[config.mk]
export PLATFORM = sky130hd
export DESIGN_NAME = dmux_router_flat
export DESIGN_NICKNAME = d
export VERILOG_FILES = /design/src/rtl/dmux_router_if.sv /design/src/rtl/dmux_router.sv /design/src/flat_wrapper.sv
export SDC_FILE = /design/constraint.sdc
export NUM_CORES = 1
export LEC_CHECK = 0
export ABC_AREA = 1
export BUFFER_PORTS_ARGS = -buffer_cell sky130_fd_sc_hd__buf_2
export CORE_MARGIN = 8
export CORE_UTILIZATION = 47
export DETAILED_ROUTE_END_ITERATION = 8
export GPL_TIMING_DRIVEN = 0
export PLACE_DENSITY = 0.74
export SYNTH_ARGS = -nofsm -noshare
export SYNTH_HDL_FRONTEND = slang
export SYNTH_SLANG_ARGS = --single-unit
[constraint.sdc]
create_clock -name clock -period 1.9 [get_ports clock]
set_clock_uncertainty 0.05 [all_clocks]
set_input_delay 0.095 -clock clock [delete_from_list [all_inputs] [get_ports clock]]
set_output_delay 0.095 -clock clock [all_outputs]
set_load 0.02 [all_outputs]
[src/rtl/dmux_router_if.sv]
// Handshake bundle for dmux_router: one upstream source port and CH downstream sink channels.
// The source/sink testbench or wrapper takes the master view, and the router takes the slave view.
interface dmux_router_if #(
   parameter int WIDTH    = 1,
   parameter int SEL_BITS = 3
);
   localparam int CH = 2 ** SEL_BITS;

   logic [WIDTH-1:0]    in_data;
   logic [SEL_BITS-1:0] in_sel;
   logic                in_bcast;
   logic                in_valid;
   logic                in_ready;
   logic [CH*WIDTH-1:0] out_data;
   logic [CH-1:0]       out_valid;
   logic [CH-1:0]       out_ready;

   modport master (
      output in_data, in_sel, in_bcast, in_valid, out_ready,
      input  in_ready, out_data, out_valid
   );

   modport slave (
      input  in_data, in_sel, in_bcast, in_valid, out_ready,
      output in_ready, out_data, out_valid
   );
endinterface

[src/rtl/dmux_router.sv]
// Registered 1-to-CH demultiplexer with unicast/broadcast routing and one skid-free slot per channel.
// A slot may be drained and reloaded in the same cycle, so every channel sustains one word per cycle.
module dmux_router #(
   parameter int WIDTH    = 1,
   parameter int SEL_BITS = 3
) (
   input logic          clock,
   input logic          reset,
   dmux_router_if.slave bus
);
   localparam int CH = 2 ** SEL_BITS;

   logic [CH*WIDTH-1:0] data_r;
   logic [CH-1:0]       valid_r;
   logic [CH-1:0]       free_s;
   logic [CH-1:0]       load_s;
   logic                ready_s;
   logic                accept_s;

   // A slot is free when it is empty or its sink takes the held word this cycle.
   always_comb begin
      free_s = ~valid_r | bus.out_ready;
   end

   // Ready depends only on slot state and routing, never on in_valid or in_data.
   always_comb begin
      ready_s = 1'b0;
      if (reset) begin
         ready_s = 1'b0;
      end else if (bus.in_bcast) begin
         ready_s = &free_s;
      end else begin
         ready_s = free_s[bus.in_sel];
      end
   end

   // Per-slot load strobes for the accepted word.
   always_comb begin
      accept_s = bus.in_valid & ready_s;
      load_s   = {CH{1'b0}};
      for (int i = 0; i < CH; i++) begin
         load_s[i] = accept_s & (bus.in_bcast | (bus.in_sel == SEL_BITS'(i)));
      end
   end

   // Slot registers: load wins over drain; an undrained slot holds its word.
   always_ff @(posedge clock) begin
      if (reset) begin
         data_r  <= {(CH*WIDTH){1'b0}};
         valid_r <= {CH{1'b0}};
      end else begin
         for (int i = 0; i < CH; i++) begin
            if (load_s[i]) begin
               data_r[i*WIDTH +: WIDTH] <= bus.in_data;
               valid_r[i]               <= 1'b1;
            end else if (bus.out_ready[i]) begin
               valid_r[i] <= 1'b0;
            end else begin
               valid_r[i] <= valid_r[i];
            end
         end
      end
   end

   assign bus.in_ready  = ready_s;
   assign bus.out_data  = data_r;
   assign bus.out_valid = valid_r;
endmodule

[src/flat_wrapper.sv]
// flat-port wrapper written by rule: the top's interface ports become plain ports
module dmux_router_flat 
#(
   parameter int WIDTH    = 1,
   parameter int SEL_BITS = 3
)
  (clock, reset, bus_in_data, bus_in_sel, bus_in_bcast, bus_in_valid, bus_out_ready, bus_in_ready, bus_out_data, bus_out_valid);
  dmux_router_if #(.WIDTH(WIDTH), .SEL_BITS(SEL_BITS)) bus_i ();
  input logic clock;
  input logic reset;
  input wire logic [$bits(bus_i.in_data)-1:0] bus_in_data;
  input wire logic [$bits(bus_i.in_sel)-1:0] bus_in_sel;
  input wire logic [$bits(bus_i.in_bcast)-1:0] bus_in_bcast;
  input wire logic [$bits(bus_i.in_valid)-1:0] bus_in_valid;
  input wire logic [$bits(bus_i.out_ready)-1:0] bus_out_ready;
  output wire logic [$bits(bus_i.in_ready)-1:0] bus_in_ready;
  output wire logic [$bits(bus_i.out_data)-1:0] bus_out_data;
  output wire logic [$bits(bus_i.out_valid)-1:0] bus_out_valid;
  assign bus_i.in_data = bus_in_data;
  assign bus_i.in_sel = bus_in_sel;
  assign bus_i.in_bcast = bus_in_bcast;
  assign bus_i.in_valid = bus_in_valid;
  assign bus_i.out_ready = bus_out_ready;
  assign bus_in_ready = bus_i.in_ready;
  assign bus_out_data = bus_i.out_data;
  assign bus_out_valid = bus_i.out_valid;
  dmux_router #(.WIDTH(WIDTH), .SEL_BITS(SEL_BITS)) u_core (.clock(clock), .reset(reset), .bus(bus_i));
endmodule
==> flow_summary.toml <==
[layout]
area.growth.synth_to_final_pct = 29.76
finalNetCount = 191
final_design_area_no_fill_sq_um = 1135
post_route_cells_drive_above_1_share_pct = 27.59
n_antenna_cell = 0

[logic_synthesis]
synth.avg_cell_area_sq_um = 6.478
number_of_flops_mapped_to_enable_cells_by_yosys = 0
synth_nets = 151
yosys_warnings = 0
post_synth_inst_count = 135
synth_most_common_cell = "sky130_fd_sc_hd__nand2_1"
postSynthRegisterBits = 16
synth_top_cells_by_area = "sky130_fd_sc_hd__dfxtp_1 37%, sky130_fd_sc_hd__nand2_1 15%, sky130_fd_sc_hd__nor2_1 12%"
synth_top_area_cell = "sky130_fd_sc_hd__dfxtp_1"
post_synth_most_frequent_cells = "35 x sky130_fd_sc_hd__nand2_1, 28 x sky130_fd_sc_hd__nor2_1, 21 x sky130_fd_sc_hd__inv_1"
mappedNetlistArea_sq_um = 874.6
synth.lib_cells_used.distinct = 17
synth_largest_type_area_fraction_pct = 36.62
synth_top_flop_cell = "sky130_fd_sc_hd__dfxtp_1"
fraction_of_the_yosys_area_taken_by_sequential_cells_pct = 36.62
async_reset_ff_share_pct = 0

[timing]
fin_tns_setup_ns = 0
fin_crit_sh_pct = 87.15
timing.final.max_slew_violations = 0
tightestPinTransition_ns = 0.2496
fmax_mhz = 603.9
hold_viol_final = 0
fin_crit_ns = 1.656
grt_setup_unrepaired = "false"
setup_viol = 0
max_slew_margin_pct = 83.34

[power_and_ir_drop]
power.density_nw_per_um2 = 680.1
net_load_switching_power_w = 0.0002330
total_leakage_power_nw = 0.6509
peakVddDrop_mv = 0.5013
seq_power_share_pct = 46.8
internal_power_w = 0.0005388
switching_share_pct = 30.19
p_comb_share_pct = 23.5
power_share_of_the_clock_group_pct = 29.7

[die]
std_cell_rows = 15
die-area_sq_um = 3497
start_util_pct = 50.11
dieHeight_microns = 59.14
placeable_core_area_sq_um = 1745
io_pins = 33
die_x_microns = 59.14

[setup_path]
largest_delay_share_family_worst_path = "simple AND/OR/NAND/NOR gates"
worst-path-buf-inv = 2
cp_common_cell = "sky130_fd_sc_hd__nand2_1"
critical_path.max_fanout = 7
cp_data_arrival_time_ns = 1.51
crit_chain = "nand2_1 -> nand2_1 -> nor2_1 -> nand2_1 -> a21oi_4 -> nand2_1 -> inv_1 -> buf_2"
setup.worst_path.class = "flop to primary output"
worst_path_max_delay_cell = "sky130_fd_sc_hd__dfxtp_1"
setup.worst_path.end_class = "primary output"
timing.critical_path.from_type = "flop"
critical_path_required_ns = 1.75
critical_path.max_stage_delay_ns = 0.32

[global_routing]
grt_antenna_before_repair = 0
grt_start_max_net_pins = 11
first_global_vias = 851
grt.busiest_layer = "met2"
global_route.usage.total_pct = 13.11
gr-usage-met1_pct = 15.64
first_pass_grt_wire_length_microns = 3615
globalRouteOverflowTotal = 0
grtUsageMet2_pct = 20.56
grtUsageMet3_pct = 4.338

[placement]
placed_cell_area_sq_um = 1051
hpwl_microns = 1734
gp_congestion = 0.8564
numPortBuffers = 29

[clocking]
clock_latency_ns = 0.29
cts_max_level = 1
ctsRootBufferMaster = "sky130_fd_sc_hd__clkbuf_4"
cts.reportedPaths.clkPinSlew_ns = 0.10
sink_count = 16
cts_made_buffers = 3
cts-resized-gates = 0
cts_tree = "done"
max-clock-path-buffers = 2

[status]
run_status = "completed"

[route]
avgRoutedWirePerCell_microns = 11.22
drcViolationCount = 0
vias_per_cell = 4.729
routed-via-count = 941
drt_iter0_markers = 25
drt-total-wl_microns = 2232
detailedRoute.firstPassIterationCount = 4
route.antenna.remaining_nets = 0

[flow_run]
cap_violations = 0

[worst_hold_path]
worstHoldPathType = "input port to flop"
## per-layer routing
layer / up-vias / part of all wire (%) / wire, microns
met5: - / 0 / 0
met1: 399 / 44 / 982
met3: 5 / 8.2 / 184
met2: 36 / 46 / 1025
li1: 501 / - / -
met4: 0 / 1.7 / 39
## layout by cell type, fill, tap and decap left out, types with 2 or more instances in the layout
cell type / count
sky130_fd_sc_hd__inv_1: 21
sky130_fd_sc_hd__dfxtp_1: 16
sky130_fd_sc_hd__buf_4: 6
sky130_fd_sc_hd__buf_2: 29
sky130_fd_sc_hd__nor2_1: 28
sky130_fd_sc_hd__o21ai_0: 8
sky130_fd_sc_hd__clkbuf_4: 4
sky130_fd_sc_hd__nand2_1: 35
sky130_fd_sc_hd__nand4_1: 8
sky130_fd_sc_hd__nand4_2: 2
sky130_fd_sc_hd__a21oi_1: 8
## power groups by stage
stage | Combinational, W | Clock [W] | Sequential (W)
floorplan | 0.0000879 | 0 | 0.000392
global placement | 0.000161 | 0 | 0.000369
detailed placement | 0.000165 | 0 | 0.000369
CTS | 0.000166 | 0.000234 | 0.000361
global route | 0.000202 | 0.000252 | 0.000364
finish | 0.000181 | 0.000229 | 0.000361
## through the flow
stage | hold WS (ns) | cells | utilization, % | power [W] | setup WS, ns
2_1_floorplan | 0.2420 | 135 | - | 0.0004803 | 0.5056
4_1_cts | 0.003028 | 193 | 62.29 | 0.0007617 | 0.2089
6_report | 0.03111 | 199 | 65.02 | 0.0007718 | 0.2441
3_3_place_gp | 0.3116 | 189 | 60.22 | 0.0005295 | 0.4293
5_1_grt | 0.05322 | 199 | 65.02 | 0.0008178 | 0.02577
3_5_place_dp | 0.3180 | 189 | 60.22 | 0.0005339 | 0.4075
## cell families after synthesis
logic type / Yosys count / share of synthesized area (%)
and+or+nand+nor: 77 / 40.06
AOI/OAI and AO/OA: 17 / 11.02
DFF: 16 / 36.62
buffers and inverters: 25 / 12.30
## layout make-up
cell class	instances	area (sq um)
multi-input cells	94	446.7
clock buffers	4	36.28
repair buffers	35	192.7
inverters	22	82.58
well taps	25	31.28
plain buffers	3	25.02
fillers	159	610.6
flip-flops and latches	16	320.3
## worst reg2reg max path: cells and delay by family, from the launching register on
kind            cells  cell delay (ns)
compound gates      1             0.24
buf+inv             1             0.16
flops               1             0.32
simple gates        8             0.77
## flip-flops by register name (all words and copies together), names as in the netlist
name                  count
u_core.bus.out_data       8
u_core.bus.out_valid      8
## worst paths after layout
path,end,from,slack [ns],depth (start not counted)
worst min register to register,u_core.bus.out_valid[7],u_core.bus.out_valid[7],0.46,2
worst min-delay path,u_core.bus.out_valid[7],bus_out_ready[7],0.03,4
worst max register to register,u_core.bus.out_data[1],u_core.bus.out_valid[0],0.30,10
worst max-delay path,bus_in_ready,u_core.bus.out_valid[0],0.24,8
## timing repair
item                                   4_1_cts  5_1_grt
setup endpoints to repair                    0        1
hold buffers                                 0        1
endpoints found under the hold margin        0        2
setup buffers                                0        5
Power figures use the tool's default switching activity.
